### src/rtl/cpu_types_pkg.sv
// Shared CPU types: machine word, reset vector and fetch-stage state encoding.
// Imported by the fetch unit and its PC register.
package cpu_types_pkg;

  typedef logic [31:0] word_t;

  localparam word_t PC_RESET = 32'h0000_0000;
  localparam word_t PC_STEP  = 32'd4;

  typedef enum logic {
    FETCH,
    HALTED
  } fetch_state_t;

  // Instruction addresses are word aligned; low bits of a computed target are dropped.
  function automatic word_t word_align(input word_t addr);
    return {addr[31:2], 2'b00};
  endfunction

endpackage

### src/rtl/pc_reg.sv
// Program counter register with synchronous reset, redirect load and +4 advance.
// Redirect has priority over the sequential advance.
module pc_reg
  import cpu_types_pkg::*;
(
  input  logic  clk,
  input  logic  rst,
  input  logic  load_en,
  input  logic  redirect_en,
  input  word_t redirect_pc,
  output word_t pc,
  output word_t pc_plus4
);

  word_t pc_q;

  // Wraps modulo 2^32 by construction of the 32-bit add.
  assign pc_plus4 = pc_q + PC_STEP;
  assign pc       = pc_q;

  always_ff @(posedge clk) begin
    if (rst) begin
      pc_q <= PC_RESET;
    end else if (redirect_en) begin
      pc_q <= word_align(redirect_pc);
    end else if (load_en) begin
      pc_q <= pc_plus4;
    end
  end

endmodule

### src/rtl/fetch_unit.sv
// Instruction fetch stage: single-entry instruction buffer in front of instruction memory,
// with redirect handling and a terminal HALTED state left only through reset.
module fetch_unit
  import cpu_types_pkg::*;
(
  input  logic  CLK,
  input  logic  RST,
  input  logic  iwait,
  input  word_t iload,
  output logic  iREN,
  output word_t iaddr,
  output word_t instr,
  output word_t instr_pc4,
  output logic  instr_valid,
  input  logic  instr_ready,
  input  logic  redirect,
  input  word_t redirect_pc,
  input  logic  halt,
  output logic  halted
);

  fetch_state_t state_q;
  word_t        instr_q;
  word_t        instr_pc4_q;
  logic         valid_q;
  logic         halted_q;

  word_t pc;
  word_t pc_plus4;

  logic fetching;
  logic consume;
  logic halt_take;
  logic redirect_take;
  logic hit;

  // Priority: halt on the consumed instruction, then redirect, then a fetch hit.
  always_comb begin
    fetching      = (state_q == FETCH);
    consume       = valid_q & instr_ready;
    halt_take     = fetching & consume & halt;
    redirect_take = fetching & redirect & ~halt_take;
    iREN          = fetching & (~valid_q | instr_ready) & ~redirect;
    hit           = iREN & ~iwait & ~halt_take;
  end

  pc_reg u_pc_reg (
    .clk         (CLK),
    .rst         (RST),
    .load_en     (hit),
    .redirect_en (redirect_take),
    .redirect_pc (redirect_pc),
    .pc          (pc),
    .pc_plus4    (pc_plus4)
  );

  always_ff @(posedge CLK) begin
    if (RST) begin
      state_q     <= FETCH;
      instr_q     <= '0;
      instr_pc4_q <= '0;
      valid_q     <= 1'b0;
      halted_q    <= 1'b0;
    end else begin
      case (state_q)
        FETCH: begin
          if (halt_take) begin
            state_q  <= HALTED;
            halted_q <= 1'b1;
            valid_q  <= 1'b0;
          end else if (redirect_take) begin
            valid_q <= 1'b0;
          end else if (hit) begin
            instr_q     <= iload;
            instr_pc4_q <= pc_plus4;
            valid_q     <= 1'b1;
          end else if (consume) begin
            valid_q <= 1'b0;
          end
        end
        HALTED: begin
          valid_q  <= 1'b0;
          halted_q <= 1'b1;
        end
        default: begin
          state_q  <= FETCH;
          valid_q  <= 1'b0;
          halted_q <= 1'b0;
        end
      endcase
    end
  end

  assign iaddr       = pc;
  assign instr       = instr_q;
  assign instr_pc4   = instr_pc4_q;
  assign instr_valid = valid_q;
  assign halted      = halted_q;

endmodule

### config.mk
export PLATFORM = sky130hd
export DESIGN_NAME = fetch_unit
export DESIGN_NICKNAME = d
export VERILOG_FILES = /design/src/rtl/cpu_types_pkg.sv /design/src/rtl/pc_reg.sv /design/src/rtl/fetch_unit.sv
export SDC_FILE = /design/constraint.sdc
export NUM_CORES = 1
export LEC_CHECK = 0
export CAP_MARGIN = 25
export CORE_MARGIN = 5
export CORE_UTILIZATION = 35
export DETAILED_ROUTE_END_ITERATION = 12
export PLACE_DENSITY_LB_ADDON = 0.2
export SKIP_LAST_GASP = 1
export SLEW_MARGIN = 25
export SYNTH_ARGS = -nofsm -noshare
export SYNTH_HDL_FRONTEND = slang
export SYNTH_HIERARCHICAL = 1
export SYNTH_SLANG_ARGS = --single-unit
### constraint.sdc
create_clock -name CLK -period 4.1 [get_ports CLK]
set_input_delay 0.82 -clock CLK [delete_from_list [all_inputs] [get_ports CLK]]
set_output_delay 0.82 -clock CLK [all_outputs]
set_load 0.05 [all_outputs]
==> flow_summary.json <==
{
  "status": "finished clean",
  "initial_core_util_pct": 35.70,
  "synth_fa_ha_area_share_pct": 0.2306,
  "crit_chain": "clkdlybuf4s50_1, nand2b_1, a2111oi_4, nand3_1, nor4_4, a311oi_1, a2111oi_0",
  "avgSynthCellArea_um2": 8.955,
  "worst_ep_arrival_time_ns": 3.52,
  "drt_wl_total_um": 14940,
  "hold_violations": 0,
  "first_pass_iters": 4,
  "dpl.hpwl_um": 10790,
  "cts_resized": 0,
  "internal_power_mw": 1.702,
  "synth-edff-count": 0,
  "cts.sinks": 97,
  "r2r-end": "instr_pc4[30]",
  "cp_max_fo": 7,
  "synth_xor_area_share_pct": 6.456,
  "cp_top_family": "compound AO/OA/AOI/OAI gates",
  "holdPathEnd": "halted",
  "synth_top_family_by_area": "simple AND/OR/NAND/NOR gates",
  "h-tree-depth": 3,
  "cts_buffers": 9,
  "fp.dieW_um": 134.5,
  "ys.warnings.count": 6,
  "fin_skew_ns": 0.005218,
  "worst_r2r_path_depth": 6,
  "hp-class": "flop to flop",
  "slew_headroom_pct": 35.44,
  "period_minus_slack_ns": 3.322,
  "io_pins": 169,
  "ys.flop_type": "dfxtp_1",
  "swShare_pct": 30.84,
  "yosys.area.top_type": "dfxtp_1",
  "dieArea_um2": 18090,
  "yosys.area_share.simple_pct": 30.99,
  "grt_max_degree": 108,
  "holdPathStages": 2,
  "crit_slowest_cell": "a2111oi_4",
  "ir_worst_vdd_v": 0.0002041,
  "cts_root_buf": "clkbuf_16",
  "chipHeight_um": 134.5,
  "clk_latency_ns": 0.35,
  "antenna_found_initial": 0,
  "clk_pin_slew_ns": 0.07,
  "p_clk_share_pct": 33.4,
  "grt_usage_pct": 16.48,
  "min_from": "halted",
  "num_vias": 4668,
  "final.setup.tns_ns": 0,
  "synth_cells": 606,
  "syn_area_um2": 5426,
  "diodes": 0,
  "io_buffers": 164,
  "ant_nets": 0,
  "nNetsFinal": 805,
  "hold-worst-slack_ns": 0.4523,
  "reg2reg_slack_ns": 1.40,
  "core-area_um2": 15200,
  "rsz0062_at_grt": "false",
  "p_comb_share_pct": 23.3,
  "area_growth_syn_to_layout_pct": 35.49,
  "pwr_density_cell_nw_per_um2": 334.7,
  "layout-drive-gt1-share_pct": 4.607,
  "rows": 45,
  "end_kind": "flop",
  "r2r-start": "u_pc_reg/pc[4]",
  "cap_violations": 0,
  "async_reset_ff_share_pct": 0,
  "wl_per_cell_um": 16.13,
  "grt_pass1_wl_um": 24140,
  "globalplace.congestion": 0.8440,
  "max_stage_delay_ns": 0.58,
  "drt_iter0_drc": 310,
  "grt.overflow.total": 0,
  "drc": 0,
  "cts_tree": "built",
  "finalCritPeriodShare_pct": 81.01,
  "vias_per_cell": 5.041,
  "power_mw": 2.461,
  "fin_ws_ns": 0.7785,
  "path_class": "primary input to flop",
  "p_leak_nw": 2.588,
  "synth.distinct_cells": 51,
  "place_ws_ns": 0.4243,
  "worst_pin_slew_ns": 0.9595,
  "seq_power_share_pct": 43.3,
  "ctsHoldBuffers": 0,
  "ys_seq_area_share_pct": 35.79,
  "grt_pass1_vias": 4595,
  "p_switching_mw": 0.7591,
  "synth-seq-cells": 97,
  "startpoint_type": "primary input",
  "fmax_mhz": 301.1,
  "finalSetupViolations": 0,
  "synth.area.mux_share_pct": 12.17,
  "post_cts_buffers": 0,
  "synth.area.top_cells": "dfxtp_1, nand2b_1, mux2i_1, xnor2_1, xor2_1",
  "timing.critical_path.buf_inv": 1,
  "synth-compound-area-share_pct": 7.724,
  "synth_top_area_share_pct": 35.79,
  "cts_buffer_depth": 2,
  "drv_slew": 0,
  "required_ns": 4.30
}
cell type report:
| class | count | area, µm² |
|---|---|---|
| clock inverters | 4 | 45.04 |
| inverters | 15 | 56.30 |
| flip-flops and latches | 97 | 1942 |
| repair buffers | 169 | 1702 |
| well taps | 188 | 235.2 |
| clock buffers | 11 | 232.7 |
| fillers | 1430 | 7850 |
| multi-input cells | 442 | 3139 |
stage by stage:
| step | instance area, µm² | cells | utilization [%] |
|---|---|---|---|
| after floorplan | 5438 | 609 | - |
| after global placement | 7074 | 911 | 46.54 |
| after detailed placement | 7074 | 911 | 46.54 |
| after CTS | 7352 | 926 | 48.36 |
| after global routing | 7352 | 926 | 48.36 |
| final | 7352 | 926 | 48.36 |
power groups by stage:
stage	logic, mW	registers (mW)	clock network [mW]
after floorplan	0.219	1.23	0
after global placement	0.571	1.08	0
after detailed placement	0.577	1.09	0
after CTS	0.579	1.06	0.855
after global routing	0.608	1.08	0.895
final	0.574	1.07	0.822
cell usage in the layout (no fill, tap or decap), types with 8 or more instances in the layout:
master           Yosys  routed
nand3_1             21      21
inv_1               15      15
nand4_1             15      15
nand2b_1           130     130
nor4_1              11      11
a211oi_1            15      15
nor2_1              30      30
a21oi_1              9       9
nor3_1              11      11
dfxtp_1             97      97
mux2i_1             66      66
xor2_1              18      18
clkdlybuf4s50_1      0     163
and4_1               9       9
xnor2_1             22      22
clkbuf_16            0       9
and3_1               8       8
nand2_1             22      22
worst register-to-register path, stage by stage (launching register included):
cell and delay, ns:
dfxtp_1 0.55, nand3_2 0.46, nor4_1 0.96, and3_1 0.33
xor2_1 0.15, nand2b_1 0.07, mux2i_1 0.11
how the worst max path moves through the flow:
stage / cells past startpoint / from / slack [ns] / to
2_1_floorplan: 7 / halt / 1.19 / u_pc_reg/pc[21]
3_3_place_gp: 8 / instr_ready / 0.60 / u_pc_reg/pc[11]
3_5_place_dp: 7 / instr_ready / 0.42 / u_pc_reg/pc[23]
4_1_cts: 7 / instr_ready / 0.76 / u_pc_reg/pc[23]
5_1_grt: 7 / instr_ready / 0.63 / u_pc_reg/pc[23]
6_report: 7 / instr_ready / 0.78 / u_pc_reg/pc[23]
cell families (layout without fill, tap and decap cells):
logic type / count (synthesis) / after routing
compound gates: 52 / 52
flops: 97 / 97
buf+inv: 70 / 199
other cells: 1 / 4
fa+ha+maj: 1 / 1
xor+xnor: 40 / 40
mux: 66 / 66
simple gates: 279 / 279
routing by layer:
| metal | wire length, µm | global-route usage (%) | up-vias |
|---|---|---|---|
| li1 | - | - | 2345 |
| met1 | 7175 | 22.85 | 2154 |
| met4 | 278 | 6.505 | 0 |
| met3 | 802 | 3.130 | 19 |
| met5 | 0 | 0 | - |
| met2 | 6683 | 25.34 | 150 |
cells in the mapped netlist (9+ instances only):
master and count:
dfxtp_1 97, nand3_1 21, clkbuf_1 30, nand4_1 15
xor2_1 18, mux2i_1 66, buf_2 9, nor3_1 11
inv_1 15, nor2_1 30, a21oi_1 9, a211oi_1 15
xnor2_1 22, nand2_1 22, nor4_1 11, nand2b_1 130
and4_1 9
Power figures use the tool's default switching activity.
